[src/rtl/mul_seq_pkg.sv]
// mul_seq_pkg: types and helpers shared by the mul_seq_radix slice.
//   state_t   : controller states (idle, run, negate-fix, done)
//   max_iter  : ceil(len/digit), the most RUN cycles one product can take
package mul_seq_pkg;

  typedef enum logic [1:0] {
    ST_IDLE = 2'd0,
    ST_RUN  = 2'd1,
    ST_FIX  = 2'd2,
    ST_DONE = 2'd3
  } state_t;

  function automatic int max_iter(input int len, input int digit);
    return (len + digit - 1) / digit;
  endfunction

endpackage

[src/rtl/mul_seq_radix_if.sv]
// mul_seq_radix_if: operand/result handshake bundle of the radix multiplier.
//   START, SIGNED, A, B : request side (master drives)
//   BUSY, DONE, Y       : status and product (slave drives)
interface mul_seq_radix_if #(
  parameter int LEN = 16
);
  logic             START;
  logic             SIGNED;
  logic [LEN-1:0]   A;
  logic [LEN-1:0]   B;
  logic             BUSY;
  logic             DONE;
  logic [2*LEN-1:0] Y;

  modport master (output START, SIGNED, A, B, input BUSY, DONE, Y);
  modport slave  (input START, SIGNED, A, B, output BUSY, DONE, Y);
endinterface

[src/rtl/mul_seq_digit_mac.sv]
// mul_seq_digit_mac: combinational multiply-accumulate of one multiplier digit.
//   acc   : running partial sum (2*LEN)
//   mcand : shifted multiplicand (2*LEN)
//   digit : current DIGIT-bit slice of the multiplier
//   sum   : acc + mcand*digit, modulo 2^(2*LEN)
module mul_seq_digit_mac #(
  parameter int LEN   = 16,
  parameter int DIGIT = 4
) (
  input  logic [2*LEN-1:0] acc,
  input  logic [2*LEN-1:0] mcand,
  input  logic [DIGIT-1:0] digit,
  output logic [2*LEN-1:0] sum
);

  logic [2*LEN-1:0] digit_ext_s;
  logic [2*LEN-1:0] prod_s;

  // Widen the digit so the product wraps at 2*LEN bits like the accumulator.
  always_comb begin
    digit_ext_s = {{(2*LEN-DIGIT){1'b0}}, digit};
    prod_s      = mcand * digit_ext_s;
    sum         = acc + prod_s;
  end

endmodule

[src/rtl/mul_seq_radix_chk.sv]
// mul_seq_radix_chk: assertion-only observer of the multiplier controller.
//   clk, rst_n : clock and async active-low reset
//   start      : operand load request
//   state      : controller state
//   busy, done : status outputs
module mul_seq_radix_chk
  import mul_seq_pkg::*;
#(
  parameter int LEN   = 16,
  parameter int DIGIT = 4
) (
  input logic   clk,
  input logic   rst_n,
  input logic   start,
  input state_t state,
  input logic   busy,
  input logic   done
);

  localparam int MAX_ITER = max_iter(LEN, DIGIT);

  logic [31:0] run_cnt_r;

  // Count RUN cycles since the most recent operand load.
  always_ff @(posedge clk or negedge rst_n) begin
    if (!rst_n) begin
      run_cnt_r <= 32'd0;
    end else if (start) begin
      run_cnt_r <= 32'd0;
    end else if (state == ST_RUN) begin
      run_cnt_r <= run_cnt_r + 32'd1;
    end else begin
      run_cnt_r <= run_cnt_r;
    end
  end

  a_run_bound: assert property (@(posedge clk) disable iff (!rst_n)
    (state == ST_RUN && !start) |-> (run_cnt_r < 32'(MAX_ITER)));

  a_busy_done_excl: assert property (@(posedge clk) disable iff (!rst_n)
    !(busy && done));

endmodule

[src/rtl/mul_seq_radix.sv]
// mul_seq_radix: sequential LEN x LEN -> 2*LEN multiplier, DIGIT bits per cycle.
//   CLK   : clock, rising edge
//   RST_N : asynchronous active-low reset
//   bus   : slave side of mul_seq_radix_if (START/SIGNED/A/B in, BUSY/DONE/Y out)
// Signed operands are multiplied as magnitudes and the result negated in a
// single FIX cycle; RUN stops as soon as the remaining multiplier is zero.
module mul_seq_radix
  import mul_seq_pkg::*;
#(
  parameter int LEN   = 16,
  parameter int DIGIT = 4
) (
  input logic             CLK,
  input logic             RST_N,
  mul_seq_radix_if.slave  bus
);

  state_t           state_r;
  state_t           state_nxt_s;
  logic [2*LEN-1:0] acc_r;
  logic [2*LEN-1:0] mcand_r;
  logic [LEN-1:0]   mplier_r;
  logic             neg_r;

  logic [LEN-1:0]   a_mag_s;
  logic [LEN-1:0]   b_mag_s;
  logic             neg_load_s;
  logic [LEN-1:0]   mplier_shift_s;
  logic [2*LEN-1:0] mac_sum_s;

  // Operand magnitudes; the LEN-bit unsigned result makes |-2^(LEN-1)| exact.
  always_comb begin
    a_mag_s    = bus.A;
    b_mag_s    = bus.B;
    neg_load_s = bus.SIGNED & (bus.A[LEN-1] ^ bus.B[LEN-1]);
    if (bus.SIGNED && bus.A[LEN-1]) begin
      a_mag_s = ~bus.A + LEN'(1);
    end else begin
      a_mag_s = bus.A;
    end
    if (bus.SIGNED && bus.B[LEN-1]) begin
      b_mag_s = ~bus.B + LEN'(1);
    end else begin
      b_mag_s = bus.B;
    end
  end

  assign mplier_shift_s = mplier_r >> DIGIT;

  mul_seq_digit_mac #(
    .LEN   (LEN),
    .DIGIT (DIGIT)
  ) u_mac (
    .acc   (acc_r),
    .mcand (mcand_r),
    .digit (mplier_r[DIGIT-1:0]),
    .sum   (mac_sum_s)
  );

  // Next-state logic; START overrides every state so a request always restarts.
  always_comb begin
    state_nxt_s = state_r;
    if (bus.START) begin
      state_nxt_s = ST_RUN;
    end else begin
      case (state_r)
        ST_IDLE: state_nxt_s = ST_IDLE;
        ST_RUN: begin
          if (mplier_shift_s == {LEN{1'b0}}) begin
            state_nxt_s = neg_r ? ST_FIX : ST_DONE;
          end else begin
            state_nxt_s = ST_RUN;
          end
        end
        ST_FIX:  state_nxt_s = ST_DONE;
        ST_DONE: state_nxt_s = ST_DONE;
        default: state_nxt_s = ST_IDLE;
      endcase
    end
  end

  // State register.
  always_ff @(posedge CLK or negedge RST_N) begin
    if (!RST_N) begin
      state_r <= ST_IDLE;
    end else begin
      state_r <= state_nxt_s;
    end
  end

  // Datapath registers: load on START, accumulate in RUN, negate in FIX.
  always_ff @(posedge CLK or negedge RST_N) begin
    if (!RST_N) begin
      acc_r    <= {(2*LEN){1'b0}};
      mcand_r  <= {(2*LEN){1'b0}};
      mplier_r <= {LEN{1'b0}};
      neg_r    <= 1'b0;
    end else if (bus.START) begin
      acc_r    <= {(2*LEN){1'b0}};
      mcand_r  <= {{LEN{1'b0}}, a_mag_s};
      mplier_r <= b_mag_s;
      neg_r    <= neg_load_s;
    end else begin
      case (state_r)
        ST_RUN: begin
          acc_r    <= mac_sum_s;
          mcand_r  <= mcand_r << DIGIT;
          mplier_r <= mplier_shift_s;
        end
        ST_FIX: begin
          acc_r <= ~acc_r + {{(2*LEN-1){1'b0}}, 1'b1};
        end
        default: begin
          acc_r <= acc_r;
        end
      endcase
    end
  end

  assign bus.BUSY = (state_r == ST_RUN) || (state_r == ST_FIX);
  assign bus.DONE = (state_r == ST_DONE);
  assign bus.Y    = acc_r;

  mul_seq_radix_chk #(
    .LEN   (LEN),
    .DIGIT (DIGIT)
  ) u_chk (
    .clk   (CLK),
    .rst_n (RST_N),
    .start (bus.START),
    .state (state_r),
    .busy  (bus.BUSY),
    .done  (bus.DONE)
  );

endmodule

[src/flat_wrapper.sv]
// flat-port wrapper written by rule: the top's interface ports become plain ports
module mul_seq_radix_flat import mul_seq_pkg::*;
#(
  parameter int LEN   = 16,
  parameter int DIGIT = 4
)
  (CLK, RST_N, bus_START, bus_SIGNED, bus_A, bus_B, bus_BUSY, bus_DONE, bus_Y);
  mul_seq_radix_if #(.LEN(LEN)) bus_i ();
  input logic CLK;
  input logic RST_N;
  input wire logic [$bits(bus_i.START)-1:0] bus_START;
  input wire logic [$bits(bus_i.SIGNED)-1:0] bus_SIGNED;
  input wire logic [$bits(bus_i.A)-1:0] bus_A;
  input wire logic [$bits(bus_i.B)-1:0] bus_B;
  output wire logic [$bits(bus_i.BUSY)-1:0] bus_BUSY;
  output wire logic [$bits(bus_i.DONE)-1:0] bus_DONE;
  output wire logic [$bits(bus_i.Y)-1:0] bus_Y;
  assign bus_i.START = bus_START;
  assign bus_i.SIGNED = bus_SIGNED;
  assign bus_i.A = bus_A;
  assign bus_i.B = bus_B;
  assign bus_BUSY = bus_i.BUSY;
  assign bus_DONE = bus_i.DONE;
  assign bus_Y = bus_i.Y;
  mul_seq_radix #(.LEN(LEN), .DIGIT(DIGIT)) u_core (.CLK(CLK), .RST_N(RST_N), .bus(bus_i));
endmodule
[config.mk]
export PLATFORM = sky130hd
export DESIGN_NAME = mul_seq_radix_flat
export DESIGN_NICKNAME = d
export VERILOG_FILES = /design/src/rtl/mul_seq_pkg.sv /design/src/rtl/mul_seq_radix_if.sv /design/src/rtl/mul_seq_digit_mac.sv /design/src/rtl/mul_seq_radix_chk.sv /design/src/rtl/mul_seq_radix.sv /design/src/flat_wrapper.sv
export SDC_FILE = /design/constraint.sdc
export NUM_CORES = 1
export LEC_CHECK = 0
export ABC_AREA = 1
export BUFFER_PORTS_ARGS = -buffer_cell sky130_fd_sc_hd__buf_2
export CORE_AREA = 2 2 151 153
export CTS_CLUSTER_DIAMETER = 80
export DETAILED_ROUTE_END_ITERATION = 8
export DIE_AREA = 0 0 153 155
export GPL_TIMING_DRIVEN = 0
export PLACE_DENSITY = 0.7
export SYNTH_ARGS = -nofsm -noshare
export SYNTH_HDL_FRONTEND = slang
export SYNTH_HIERARCHICAL = 1
export SYNTH_SLANG_ARGS = --single-unit
[constraint.sdc]
create_clock -name CLK -period 4.4 [get_ports CLK]
set_input_delay 0.66 -clock CLK [delete_from_list [all_inputs] [get_ports CLK]]
set_output_delay 0.66 -clock CLK [all_outputs]
set_load 0.05 [all_outputs]
==> impl_metrics.json <==
{
  "synthesis.nets": 1911,
  "place_ws_ns": -0.560,
  "tightest_slew_ns": 0.870,
  "drtAntennaViolNets": 0,
  "nFillCells": 2314,
  "grt_pass1_wl_um": 50700,
  "cts_tree": "done",
  "drt_iter0_drc": 742,
  "cts_buffers": 9,
  "io_pins": 70,
  "synth_edf_count": 0,
  "synth_xor_area_frac": 0.0240,
  "wl_per_cell_um": 14.7,
  "first_global_vias": 10222,
  "startpoint_type": "register",
  "row_count": 55,
  "htreeDepth": 3,
  "fp.dieH_um": 155,
  "gp_congestion": 0.923,
  "clkTransAtPathRegs_ns": 0.08,
  "antenna_found_initial": 1,
  "nets": 1994,
  "syn_area_per_cell_um2": 6.26,
  "io_buffer_count": 69,
  "synth-main-ff-cell": "dfrtp_1",
  "crit_path_end_kind": "register",
  "max-slew-margin-rel": 0.420,
  "initial_core_util": 0.492,
  "p_total_w": 0.00675,
  "period_share": 0.954,
  "synthCells": 1747,
  "ys_ff_latch": 83,
  "rrSetupSlack_ns": 0.20,
  "power_density_nw_per_um2": 555,
  "final_cell_mix": "nand2_1, inv_1, nor2_1, nand3_1, fa_1",
  "seq_area_um2": 2080,
  "antennaDiodeCount": 0,
  "firstDrtPassIters": 5,
  "final_common_cell": "nand2_1",
  "num_vias": 10601,
  "grt_setup_unrepaired": "true",
  "async_flop_share": 1.00,
  "synth_compound_area_frac": 0.0793,
  "max_freq_mhz": 238,
  "clk_latency_ns": 0.37,
  "die_area_um2": 23700,
  "utilization": 0.547,
  "clockRootBuffer": "clkbuf_16",
  "areaGrowthSynthToFinish_pct": 11.2,
  "instances_no_fill": 2120,
  "dp_hpwl_um": 25200,
  "leakage_nw": 7.33,
  "grt_overflow_total": 0,
  "peakVddDrop_uv": 265,
  "syn_area_um2": 10900,
  "multi_input_area_um2": 7160,
  "yosys_warnings": 6,
  "finalHoldViolCount": 0,
  "synthMuxAreaShare": 0,
  "finalWorstSetupSlack_ns": 0.201,
  "setup_viol": 0,
  "cts_hold_buf": 0,
  "critPathArrivalTime_ns": 4.44,
  "synth_cell_type_count": 40,
  "drive_gt1_frac": 0.0975,
  "core-area_um2": 22200,
  "clock_path_buffers": 2,
  "skew_ns": 0.0125,
  "finalWirelength_um": 31200,
  "placed_cells": 2102,
  "setup-tns-final_ns": 0,
  "cts.sinks": 83,
  "grt_usage": 0.267,
  "seq_area_frac_synth": 0.190,
  "drv_cap": 0,
  "drc_errors": 0,
  "worstSetupPathType": "reg -> reg",
  "yosys.area_share.adder": 0.205,
  "period_minus_slack_ns": 4.20,
  "dieWidth_um": 153,
  "cp_max_fo": 10,
  "final-max-slew-violation-count": 0,
  "hold_path_class": "in -> async",
  "crit_required_ns": 4.65,
  "grt_max_degree": 53,
  "synth_top_family_by_area": "simple AND/OR/NAND/NOR gates",
  "routed_via_density": 5.00,
  "synthSimpleGateAreaFrac": 0.336,
  "outcome": "finished, final reports clean"
}
-- per-layer routing --
metal	GRT usage	vias to the layer above	routed length [um]
li1	-	5366	-
met1	0.344	4895	13700
met2	0.468	276	15200
met3	0.0212	62	1290
met4	0.108	2	1040
met5	0	-	16
-- synth_stat cells, types with 4 or more instances --
cell,number,area (um^2)
nand3_1,103,515
o21bai_1,23,173
o22ai_1,26,163
o221ai_1,4,35.0
dfrtp_1,83,2080
nor2_1,166,623
nand2_2,7,43.8
inv_2,4,15.0
o211ai_1,5,37.5
fa_1,86,1720
nor2_2,15,93.8
nand3b_1,4,30.0
xor2_1,26,228
nand2_1,553,2080
ha_1,42,526
nor3_1,10,50.1
nand4_1,16,100
inv_1,430,1610
clkbuf_1,26,97.6
a21oi_1,27,135
o21ai_1,13,65.1
xnor2_1,4,35.0
o21ai_0,35,175
buf_2,11,55.1
-- where the power goes --
group          total, W  internal [W]  leakage (nW)  switching, W
Sequential      0.00120      0.000922          1.07      0.000277
Clock          0.000879      0.000510         0.164      0.000369
Combinational   0.00468       0.00151          6.09       0.00316
Total           0.00675       0.00294          7.33       0.00381
-- worst paths after layout --
kind / start / to / depth (start not counted)
max in group asynchronous: RST_N / u_core/mcand_r[14] / 2
max reg2reg: u_core/mplier_r[2] / u_core/bus.Y[16] / 18
min in group CLK: u_core/mplier_r[14] / u_core/mplier_r[14] / 2
min reg2reg: u_core/mplier_r[14] / u_core/mplier_r[14] / 2
max: u_core/mplier_r[2] / u_core/bus.Y[16] / 18
min: RST_N / u_core/bus.Y[23] / 1
-- cells by family after synthesis --
| logic type | Yosys count |
|---|---|
| AOI/OAI and AO/OA | 143 |
| xor gates and xnor gates | 30 |
| adders and majority gates | 128 |
| buffers and inverters | 474 |
| DFF | 83 |
| and+or+nand+nor | 889 |
-- flip-flops by register name, summed over array words and instances, names as in the netlist --
register / count
u_core/state_r: 2
u_core/neg_r: 1
u_core/mplier_r: 16
u_core/bus.Y: 32
u_core/mcand_r: 32
-- stage by stage --
step	hold WS (ns)	cell area [um^2]
after floorplan	0.364	10900
after global placement	0.466	11600
after detailed placement	0.471	11700
after CTS	0.260	12000
after global routing	0.272	12200
final	0.241	12200
-- worst max-delay path, cell delays in order, from the launching register on --
cell and delay [ns]:
dfrtp_2 0.41, clkbuf_8 0.19, buf_4 0.21, nand2_1 0.10, fa_1 0.50, fa_1 0.52
fa_1 0.52, inv_1 0.05, ha_2 0.32, or2_1 0.24, and2_4 0.18, nand2_1 0.06
nand2_2 0.08, nand3_1 0.11, a21o_1 0.12, nand2_1 0.05, o21ai_0 0.21, o21bai_1 0.15
nand2_1 0.06
-- area by class of cell --
| type | instances | area share |
|---|---|---|
| timing repair buffer | 73 | 0.0325 |
| multi-input combinational | 1190 | 0.589 |
| inverter | 434 | 0.134 |
| sequential | 83 | 0.171 |
| buffer | 39 | 0.0171 |
| clock buffer | 9 | 0.0185 |
| clock inverter | 7 | 0.00895 |
| tap | 285 | 0.0293 |
-- repair_timing --
| action | CTS | global route |
|---|---|---|
| hold endpoints to repair | 0 | 0 |
| pin swaps | 0 | 1 |
| buffers inserted | 0 | 3 |
| gates resized for setup | 11 | 47 |
| endpoints found under the setup margin | 27 | 22 |
(Power assumes the default switching activity.)
